### src/rtl/mem_loader.sv
// mem_loader: session controller that streams words into an instruction SRAM
// and a data SRAM, holds the processor enable for a programmed number of
// cycles, then reads data words back out on a stream.
//
// Handshakes: a transfer on either stream happens in any cycle where valid and
// ready are both 1 at the rising edge of clk. A producer holds valid and its
// payload stable until the transfer; ready may change freely.
//
// Ports
//   clk, arst_n                  clock (rising edge), async active-low reset
//   start                        one-cycle session request, honoured in IDLE
//   imem_words, dmem_words       words to load into each memory
//   run_cycles                   cycles cpu_enable is held high
//   dump_words                   data words read back on the dump stream
//   s_valid/s_data/s_ready       load stream (sink)
//   m_valid/m_data/m_ready       dump stream (source)
//   *_ext                        instruction-memory SRAM port (byte address)
//   *_ext_2                      data-memory SRAM port (byte address)
//   cpu_enable, busy, done       run enable, session active, completion pulse
//   fsm_state                    current FSM state, for observation
module mem_loader #(
  parameter int IMEM_DEPTH = 512,
  parameter int DMEM_DEPTH = 1024
) (
  input  logic        clk,
  input  logic        arst_n,
  input  logic        start,
  input  logic [9:0]  imem_words,
  input  logic [10:0] dmem_words,
  input  logic [15:0] run_cycles,
  input  logic [10:0] dump_words,
  input  logic        s_valid,
  input  logic [31:0] s_data,
  output logic        s_ready,
  output logic        m_valid,
  output logic [31:0] m_data,
  input  logic        m_ready,
  output logic [31:0] addr_ext,
  output logic        wen_ext,
  output logic        ren_ext,
  output logic [31:0] wdata_ext,
  input  logic [31:0] rdata_ext,
  output logic [31:0] addr_ext_2,
  output logic        wen_ext_2,
  output logic        ren_ext_2,
  output logic [31:0] wdata_ext_2,
  input  logic [31:0] rdata_ext_2,
  output logic        cpu_enable,
  output logic        busy,
  output logic        done,
  output logic [2:0]  fsm_state
);

  localparam logic [2:0] IDLE     = 3'd0;
  localparam logic [2:0] LOAD_I   = 3'd1;
  localparam logic [2:0] LOAD_D   = 3'd2;
  localparam logic [2:0] RUN      = 3'd3;
  localparam logic [2:0] DUMP_RD  = 3'd4;
  localparam logic [2:0] DUMP_OUT = 3'd5;
  localparam logic [2:0] FINISH   = 3'd6;

  localparam logic [31:0] IMEM_LIM = IMEM_DEPTH;
  localparam logic [31:0] DMEM_LIM = DMEM_DEPTH;

  logic [2:0]  state;
  logic [10:0] idx;        // word index within the current phase
  logic [10:0] i_cnt;
  logic [10:0] d_cnt;
  logic [10:0] u_cnt;
  logic [15:0] run_left;   // RUN cycles still to go, loaded on start
  logic [31:0] m_data_q;
  logic        fresh;      // first DUMP_OUT cycle: SRAM read data is on rdata_ext_2

  // Instruction-memory read data is never needed by the loader.
  logic unused_rdata;
  assign unused_rdata = ^rdata_ext;

  // Clamp requested counts to the memory depths.
  logic [31:0] imem_req, dmem_req, dump_req;
  logic [10:0] imem_clamp, dmem_clamp, dump_clamp;
  assign imem_req   = {22'd0, imem_words};
  assign dmem_req   = {21'd0, dmem_words};
  assign dump_req   = {21'd0, dump_words};
  assign imem_clamp = (imem_req > IMEM_LIM) ? IMEM_LIM[10:0] : imem_req[10:0];
  assign dmem_clamp = (dmem_req > DMEM_LIM) ? DMEM_LIM[10:0] : dmem_req[10:0];
  assign dump_clamp = (dump_req > DMEM_LIM) ? DMEM_LIM[10:0] : dump_req[10:0];

  // First phase after 'from' whose count is nonzero; FINISH if none remain.
  function automatic logic [2:0] pick(input logic [2:0]  from,
                                      input logic [10:0] ni,
                                      input logic [10:0] nd,
                                      input logic [15:0] nr,
                                      input logic [10:0] nu);
    logic [2:0] res;
    res = FINISH;
    if ((from == IDLE || from == LOAD_I || from == LOAD_D || from == RUN) && nu != 11'd0)
      res = DUMP_RD;
    if ((from == IDLE || from == LOAD_I || from == LOAD_D) && nr != 16'd0)
      res = RUN;
    if ((from == IDLE || from == LOAD_I) && nd != 11'd0)
      res = LOAD_D;
    if (from == IDLE && ni != 11'd0)
      res = LOAD_I;
    return res;
  endfunction

  logic in_li, in_ld, hs;
  logic [31:0] word_addr;
  assign in_li     = (state == LOAD_I);
  assign in_ld     = (state == LOAD_D);
  assign hs        = s_valid & s_ready;
  assign word_addr = {19'd0, idx, 2'b00};

  always_ff @(posedge clk or negedge arst_n) begin
    if (!arst_n) begin
      state    <= IDLE;
      idx      <= '0;
      i_cnt    <= '0;
      d_cnt    <= '0;
      u_cnt    <= '0;
      run_left <= '0;
      m_data_q <= '0;
      fresh    <= 1'b0;
    end else begin
      case (state)
        IDLE: begin
          if (start) begin
            i_cnt    <= imem_clamp;
            d_cnt    <= dmem_clamp;
            u_cnt    <= dump_clamp;
            run_left <= run_cycles;
            idx      <= '0;
            state    <= pick(IDLE, imem_clamp, dmem_clamp, run_cycles, dump_clamp);
          end
        end
        LOAD_I: begin
          if (hs) begin
            if (idx == i_cnt - 11'd1) begin
              idx   <= '0;
              state <= pick(LOAD_I, i_cnt, d_cnt, run_left, u_cnt);
            end else begin
              idx <= idx + 11'd1;
            end
          end
        end
        LOAD_D: begin
          if (hs) begin
            if (idx == d_cnt - 11'd1) begin
              idx   <= '0;
              state <= pick(LOAD_D, i_cnt, d_cnt, run_left, u_cnt);
            end else begin
              idx <= idx + 11'd1;
            end
          end
        end
        RUN: begin
          run_left <= run_left - 16'd1;
          if (run_left == 16'd1) state <= pick(RUN, i_cnt, d_cnt, run_left, u_cnt);
        end
        DUMP_RD: begin
          state <= DUMP_OUT;
          fresh <= 1'b1;
        end
        DUMP_OUT: begin
          fresh <= 1'b0;
          if (fresh) m_data_q <= rdata_ext_2;
          if (m_ready) begin
            if (idx == u_cnt - 11'd1) begin
              idx   <= '0;
              state <= FINISH;
            end else begin
              idx   <= idx + 11'd1;
              state <= DUMP_RD;
            end
          end
        end
        FINISH:  state <= IDLE;
        default: state <= IDLE;
      endcase
    end
  end

  assign s_ready     = in_li | in_ld;
  assign wen_ext     = hs & in_li;
  assign addr_ext    = in_li ? word_addr : '0;
  assign wdata_ext   = wen_ext ? s_data : '0;
  assign ren_ext     = 1'b0;

  assign wen_ext_2   = hs & in_ld;
  assign ren_ext_2   = (state == DUMP_RD);
  assign addr_ext_2  = (in_ld | ren_ext_2) ? word_addr : '0;
  assign wdata_ext_2 = wen_ext_2 ? s_data : '0;

  // The SRAM output is only guaranteed in the cycle after the read, so the
  // first DUMP_OUT cycle passes it through and later cycles use the copy.
  assign m_valid     = (state == DUMP_OUT);
  assign m_data      = fresh ? rdata_ext_2 : m_data_q;

  assign cpu_enable  = (state == RUN);
  assign busy        = (state != IDLE);
  assign done        = (state == FINISH);
  assign fsm_state   = state;

endmodule
### config.mk
export PLATFORM = sky130hd
export DESIGN_NAME = mem_loader
export DESIGN_NICKNAME = d
export VERILOG_FILES = /design/src/rtl/mem_loader.sv
export SDC_FILE = /design/constraint.sdc
export NUM_CORES = 1
export LEC_CHECK = 0
export CAP_MARGIN = 20
export CORE_MARGIN = 4
export CORE_UTILIZATION = 43
export CTS_CLUSTER_DIAMETER = 60
export DETAILED_ROUTE_END_ITERATION = 10
export GPL_TIMING_DRIVEN = 0
export PLACE_DENSITY = 0.91
export SETUP_SLACK_MARGIN = 0.02
export SYNTH_ARGS = -nofsm -noshare
export SYNTH_HDL_FRONTEND = slang
export SYNTH_SLANG_ARGS = --single-unit
### constraint.sdc
create_clock -name clk -period 4.05 [get_ports clk]
set_input_delay 0.81 -clock clk [delete_from_list [all_inputs] [get_ports clk]]
set_output_delay 0.81 -clock clk [all_outputs]
set_load 0.1 [all_outputs]
==> metrics.md, run 1 <==
| Metric | Value |
|---|---|
| Status | finished clean |
| Ratio of total power to cell area | 642 nW/um^2 |
| Longest individual stage delay on the worst path | roughly 860 ps |
| Sinks on Clock Net | 95 |
| Switching component of the power | ~3.6 mW |
| Initial core utilization | between 40% and 50% |
| Arrival @ worst endpoint | 3130 ps |
| Worst setup slack for register-to-register paths | ~670 ps |
| PnR Total Power | approximately 6.6 mW |
| Critical Path RT | about 3200 ps |
| Critical path buffers and inverters | 4 |
| Die X | 136 um |
| Final hold viol count | 0 |
| Gate power share | between 60% and 70% |
| Cell types occupying the most area after synthesis | sky130_fd_sc_hd__dfrtp_1 (34%), sky130_fd_sc_hd__mux2_2 (10%), sky130_fd_sc_hd__and3_1 (7.3%) |
| Path category of the worst min-delay check | in2async |
| Worst-case headroom to the max-slew limit | 30.1% |
| Seq. cell area | between 2000 and 2500 um^2 |
| Slowest cell on crit path | sky130_fd_sc_hd__dlygate4sd2_1 |
| Fin crit share | a little over nine tenths |
| Half-perimeter wire length after detailed placement | 18400 um |
| Count of yosys warnings during synthesis | 0 |
| Worst Setup Start Kind | input pin |
| Peak VDD IR | between 0.4 and 0.5 mV |
| Chip Height | approximately 140 um |
| WL/cell | between 15 and 20 um |
| Min Tclk post-route | 3940 ps |
| Placed instance count | 1306 |
| FF-to-FF End | idx[6] |
| Async SR Flop Fraction | 100% |
| Cell family contributing the most delay on the critical path | buffers and inverters |
| Maximum number of pins on one net before global-route repair | between 60 and 70 |
| Setup repair after global routing missed its margin | no |
| Classification of the worst setup path | in2out |
| Cell area after synthesis | 7020 um^2 |
| Vias per std cell | between 5 and 6 |
| Most used standard cell by instance count after synthesis | sky130_fd_sc_hd__dfrtp_1 |
| Die ar. | 18400 um^2 |
| Count of final setup violators | 0 |
| Number of remaining DRC errors | 0 |
| DRT Pass-1 Iters | 6 |
| Total I/O pin count | around 320 |
| Clock slew at reported path FFs | 60 ps |
| Number of filler cells placed in the layout | ~1.3k |
| Worst hold margin | between 400 and 500 ps |
| Area fraction of the dominant cell type after synthesis | between 30 and 40% |
| Vias in the first global route | ~7.1k |
| Final std cells w/o fill | 1322 |
| Count of input and output buffers | about 250 |
| Standard cell core area | about 16000 um^2 |
| Sequential area share after synthesis | about a third |
| Synth area leader | sky130_fd_sc_hd__dfrtp_1 |
| Number of nets with antenna violations after detailed routing | 0 |
| GRT Util Overall | 25.3% |
| CTS Buf Count | 9 |
| Wire length of the first global-routing pass | approximately 37000 um |
| Number of max-slew violations in the final report | 0 |
| Setup Skew | around 8.5 ps |
| Maximum clock rate | 0.254 GHz |
| Area taken by multi-input logic gates | between 4000 and 5000 um^2 |
| Slew @ Worst Pin | about 1000 ps |
| Core Rows | 46 |
| Cell variety after synth | 69 |
| Per-instance average area after synthesis | around 9 um^2 |
| Number of register bits inferred by synthesis | 95 |
| Insertion delay to the later sink of the worst-skew pair | approximately 360 ps |
| Number of buffers between clock root and the deepest sink | 2 |
| Start of the worst register-to-register path | u_cnt[0] |
| Final Routed Wirelength | between 20000 and 25000 um |
| TritonCTS clock tree | done |
| Drt first-iter violations | approximately 680 |
| Most numerous cell types in the synthesized netlist | sky130_fd_sc_hd__dfrtp_1 (95), sky130_fd_sc_hd__and3_1 (82), sky130_fd_sc_hd__mux2_2 (64) |
| Most numerous cell on the critical path | sky130_fd_sc_hd__clkbuf_1 |
| Antenna violations before repair | 0 |
| Sum of overflow across all layers after global routing | 0 |
| Layout cells sized above 1 | around 16% |
| Clock power frac | 13.7% |
| Total inserted antenna cells | 0 |
| Sum Neg Setup Slack | 0 ps |
| Lkg Pwr | around 5 nW |
| Final GP Congestion | between 0.9 and 1 |
| Share of power burned in registers | 23.0% |
| Synth Flop Type | sky130_fd_sc_hd__dfrtp_1 |
| Cell Chain, Critical Path | clkdlybuf4s50_1 -> clkbuf_1 -> clkbuf_1 -> and3_1 -> dlygate4sd2_1 |
| FF-to-FF path depth | 11 |
| Maximum capacitance violations | 0 |
| Number of vias after detailed routing | about 7.3k |
| Layout Utilization | about 64% |
| CP endpoint kind | output port |
| Synth-to-layout area growth | 45.3% |
| Number of buffers inserted by post-CTS setup repair | 0 |
| CTS root buf | sky130_fd_sc_hd__clkbuf_16 |
| Layout Nets | around 1.3k |
| Post-synth EDFFs | 0 |
| Max H-tree Level | 3 |
| Internal power summed over all cells | between 2 and 3 mW |
| Net Sw Frac | 54.2% |
| Largest fanout on the critical path | 10 |
| Post-Syn Instances | between 800 and 900 |
-- how the worst max path moves through the flow --
stage	from	endpoint	slack (ps)	depth (start not counted)
after floorplan	fsm_state[2]	wen_ext	340	5
after global placement	arst_n	run_left[11]	-1420	1
after detailed placement	s_valid	wdata_ext_2[16]	-230	5
after CTS	fsm_state[1]	addr_ext[10]	20	7
after global routing	s_valid	wdata_ext_2[19]	20	5
final	s_valid	wdata_ext_2[21]	110	5
-- registers in the layout, summed over array words and instances, names as in the netlist --
register and cells:
fresh 1, i_cnt 10, fsm_state 3, idx 11, m_data_q 32, u_cnt 11
d_cnt 11, run_left 16
-- worst reg2reg max path: cells and delay by family, from the launching register on --
family | cells | cell delay (ps)
AOI/OAI and AO/OA | 4 | 1570
buffers and inverters | 3 | 490
DFF | 1 | 420
and+or+nand+nor | 2 | 360
adders and majority gates | 1 | 280
xor gates and xnor gates | 1 | 110
-- per-layer routing --
layer | share of wire, % | wire length [um] | vias to the layer above | global-route usage, %
met4 | 2.2 | 527 | 0 | 7.05
met5 | 0 | 0 | - | 0
li1 | - | - | 3439 | -
met3 | 9.3 | 2230 | 42 | 6.91
met2 | 49 | 11800 | 360 | 42.3
met1 | 39 | 9440 | 3481 | 32.2
-- cell families after synthesis --
group | share of synthesized area [%]
and+or+nand+nor | 24.7
AOI/OAI and AO/OA | 14.8
buffers and inverters | 9.49
DFF | 33.9
muxes | 11.4
xor gates and xnor gates | 4.49
adders and majority gates | 1.07
other | 0.0534
-- stage by stage --
step	setup WS [ps]	area, um^2
floorplan	335	7180
global placement	-1420	9910
detailed placement	-229	9930
CTS	22.9	10200
global route	21.5	10200
finish	113	10200
-- layout by cell type (no fill, tap or decap), types with 18 or more instances in the layout --
master	n
sky130_fd_sc_hd__conb_1	43
sky130_fd_sc_hd__nor3_1	18
sky130_fd_sc_hd__dfrtp_1	95
sky130_fd_sc_hd__nor2_1	42
sky130_fd_sc_hd__a21oi_1	20
sky130_fd_sc_hd__o21ai_0	28
sky130_fd_sc_hd__clkdlybuf4s50_1	166
sky130_fd_sc_hd__and3_1	82
sky130_fd_sc_hd__mux2_2	64
sky130_fd_sc_hd__nand2_1	60
sky130_fd_sc_hd__xnor2_1	22
sky130_fd_sc_hd__clkbuf_2	21
sky130_fd_sc_hd__clkbuf_1	53
sky130_fd_sc_hd__inv_1	22
sky130_fd_sc_hd__nand3b_1	21
sky130_fd_sc_hd__dlymetal6s2s_1	24
sky130_fd_sc_hd__buf_4	44
sky130_fd_sc_hd__nand3_1	18
-- cell type report --
cell class / count / area share, %
plain buffers: 104 / 5.53
clock buffers: 12 / 2.52
clock inverters: 4 / 0.528
inverters: 27 / 0.994
multi-input cells: 618 / 40.6
flip-flops and latches: 95 / 23.3
well taps: 216 / 2.65
repair buffers: 246 / 23.8
-- power groups by stage --
stage / combinational [mW] / clock [mW] / sequential, mW
5_1_grt: 4.39 / 0.954 / 1.55
4_1_cts: 4.12 / 0.910 / 1.50
2_1_floorplan: 3.18 / 0 / 1.47
3_3_place_gp: 4.03 / 0 / 1.50
6_report: 4.15 / 0.896 / 1.50
3_5_place_dp: 4.12 / 0 / 1.51
-- repair_timing --
action                                 CTS  global route
gates resized for setup                 91            61
setup endpoints to repair               54            51
endpoints found under the hold margin    0             0
hold buffers                             0             0
Note: power is estimated with default switching activity, not from simulation.
==> run 2: changes to the inputs <==
--- a/config.mk
+++ b/config.mk
@@ -8,7 +8,7 @@
 export CAP_MARGIN = 20
 export CORE_MARGIN = 4
 export CORE_UTILIZATION = 43
-export CTS_CLUSTER_DIAMETER = 60
+export CTS_CLUSTER_DIAMETER = 100
 export DETAILED_ROUTE_END_ITERATION = 10
 export GPL_TIMING_DRIVEN = 0
 export PLACE_DENSITY = 0.91
==> results of run 2 <==
The final DEF is identical to that of run 1; final timing and power are the same.
==> run 3: changes to the inputs <==
--- a/config.mk
+++ b/config.mk
@@ -5,7 +5,7 @@
 export SDC_FILE = /design/constraint.sdc
 export NUM_CORES = 1
 export LEC_CHECK = 0
-export CAP_MARGIN = 20
+export CAP_MARGIN = 15
 export CORE_MARGIN = 4
 export CORE_UTILIZATION = 43
 export CTS_CLUSTER_DIAMETER = 100
==> run 3 against run 2 <==
Sequential power about the same; non-clock buffer count did not move; largest cell class unchanged; sequential cell count did not move; combinational power hardly changed; cell count is the same; register-to-register slack worse by 40 ps; clock skew down 1.7 ps; largest power group unchanged; first-iteration DRC count down 12%.
==> metrics.md, run 3 (synthesis gave the netlist of run 1 again) <==
| Metric | Value |
|---|---|
| Status | finished clean |
| Drt first-iter violations | 593 (-12%) |
| Peak VDD IR | 0.399 mV (-11%) |
| Core Rows | 46 (unchanged) |
| Maximum capacitance violations | 0 (unchanged) |
| Number of remaining DRC errors | 0 (unchanged) |
| Critical path buffers and inverters | 4 (unchanged) |
| Worst Setup Start Kind | flop |
| Half-perimeter wire length after detailed placement | 18400 um (about the same) |
| CP endpoint kind | output port |
| Maximum clock rate | 0.255 GHz (+0.53%) |
| Die ar. | 18400 um^2 (unchanged) |
| Initial core utilization | 44.0% (unchanged) |
| Total I/O pin count | 321 (unchanged) |
| Largest reg by FF count | m_data_q |
| Slowest cell on crit path | sky130_fd_sc_hd__clkdlybuf4s15_2 |
| Highest metal layer used by the detailed router | met4 |
| Number of max-slew violations in the final report | 0 (unchanged) |
| Max H-tree Level | 3 (unchanged) |
| Most numerous cell on the critical path | sky130_fd_sc_hd__clkbuf_1 |
| CTS root buf | sky130_fd_sc_hd__clkbuf_16 |
| Largest fanout on the critical path | 10 (unchanged) |
| Final Routed Wirelength | 24000 um (-0.16%) |
| Worst slack after detailed placement | -227 ps (+2.18 ps) |
| Slew @ Worst Pin | 1050 ps (+4.24 ps) |
| Post-route cell area | 10100 um^2 (-0.78%) |
| Layout Nets | 1256 (unchanged) |
| Worst-case headroom to the max-slew limit | 29.8% (-0.28 points) |
| Wire length of the first global-routing pass | 36900 um (-0.36%) |
| M1 WL | 9490 um (+0.55%) |
| Maximum number of pins on one net before global-route repair | 62 (unchanged) |
| Vias in the first global route | 7041 (-0.28%) |
| Most common cell after layout, fill and taps aside | sky130_fd_sc_hd__clkdlybuf4s50_1 |
| Fin crit share | 96.7% (-0.51 points) |
| Setup Skew | 6.79 ps (-1.70 ps) |
| Synth-to-layout area growth | 44.2% |
| Registers with the most flip-flops | m_data_q (32), run_left (16) |
| Placed cell areas | 9930 um^2 (unchanged) |
| Lkg Pwr | 4.96 nW (-0.53%) |
| DRT Pass-1 Iters | 5 (-1) |
| TritonCTS clock tree | done |
| Die X | 136 um (unchanged) |
| Setup slack after layout | 133 ps (+20.7 ps) |
| Layout cells sized above 1 | 16.1% (+0.45 points) |
| Number of vias after detailed routing | 7385 (+0.86%) |
| Count of final setup violators | 0 (unchanged) |
| Longest individual stage delay on the worst path | 560 ps (-300 ps) |
| Path category of the worst min-delay check | in2async |
| Final hold viol count | 0 (unchanged) |
| Setup repair after global routing missed its margin | no |
| Commonest cells after routing, fill and taps aside | sky130_fd_sc_hd__clkdlybuf4s50_1 (166), sky130_fd_sc_hd__dfrtp_1 (95), sky130_fd_sc_hd__and3_1 (82) |
| Total inserted antenna cells | 0 (unchanged) |
| CTS Buf Count | 9 (unchanged) |
| Layout Utilization | 63.5% (-0.50 points) |
| Worst hold margin | 416 ps (-7.77 ps) |
| Insertion delay to the later sink of the worst-skew pair | 360 ps (about the same) |
| Cell Chain, Critical Path | clkbuf_1 -> inv_1 -> nand2_1 -> nor2_1 -> clkbuf_1 -> and3_1 -> clkdlybuf4s15_2 |
| Min Tclk post-route | 3920 ps (-20.7 ps) |
| Total met2 wirelength after detailed routing | 11900 um (+0.80%) |
| Antenna violations before repair | 0 (unchanged) |
| Cell family contributing the most delay on the critical path | buffers and inverters |
| Flip-flop count of the largest register after layout | 32 (unchanged) |
| WL/cell | 18.1 um (-0.16%) |
| Number of buffers between clock root and the deepest sink | 2 (unchanged) |
| Clock slew at reported path FFs | 70 ps (about the same) |
| Routed wl met3 | 2010 um (-9.8%) |
| Standard cell core area | 15900 um^2 (unchanged) |
| GRT Util Overall | 25.1% (-0.15 points) |
| Sum of overflow across all layers after global routing | 0 (unchanged) |
| Count of input and output buffers | 245 (unchanged) |
| Ratio of total power to cell area | 638 nW/um^2 (-0.65%) |
| Vias per std cell | 5.59 (+0.86%) |
| Sinks on Clock Net | 95 (unchanged) |
| Classification of the worst setup path | reg2out |
| Final GP Congestion | 0.914 (unchanged) |
| Chip Height | 136 um (unchanged) |
| Arrival @ worst endpoint | 3110 ps (-20 ps) |
| Number of nets with antenna violations after detailed routing | 0 (unchanged) |
| Critical Path RT | 3240 ps (about the same) |
-- run 3: path summary, 6_finish.rpt --
check / depth (start not counted) / slack, ps / end / startpoint
min in group clk: 1 / 490 / run_left[12] / run_left[12]
max: 7 / 130 / wdata_ext[20] / fsm_state[1]
max in group asynchronous: 2 / 2970 / run_left[14] / arst_n
max reg2reg: 11 / 630 / idx[6] / u_cnt[0]
min: 1 / 420 / i_cnt[3] / arst_n
min reg2reg: 1 / 490 / run_left[12] / run_left[12]
-- run 3: layout make-up --
class / count / area [um^2]
Fill cell: 1363 / 5830
Multi-Input combinational cell: 618 / 4140
Timing Repair Buffer: 246 / 2390
Sequential cell: 95 / 2380
Buffer: 104 / 564
Tap cell: 216 / 270
Clock buffer: 10 / 229
Inverter: 27 / 101
Clock inverter: 6 / 45.0
-- run 3: where the power goes --
group / leakage (nW) / switching (mW) / internal, mW / total, mW
combinational: 3.58 / 2.86 / 1.28 / 4.14
clock: 0.137 / 0.390 / 0.421 / 0.811
sequential: 1.23 / 0.300 / 1.21 / 1.51
-- run 3: layer usage --
layer	up-vias	global-route usage [%]
met3	53	5.01
met4	0	8.29
met1	3521	32.5
met2	370	42.1
li1	3441	-
met5	-	0
-- run 3: repair_timing --
item,4_1_cts,5_1_grt
resized for setup,83,77
cloned,0,0
pin swaps,0,0
hold buffers,0,0
setup endpoints to repair,55,56
setup buffers,0,0
-- run 3: per-stage QoR --
stage / TNS (ps) / total power [mW] / instances
after floorplan: 0 / 4.65 / 844
after global placement: -138820 / 5.53 / 1305
after global routing: 0 / 6.79 / 1322
after CTS: 0 / 6.44 / 1322
after detailed placement: -5770 / 5.64 / 1306
final: 0 / 6.46 / 1322
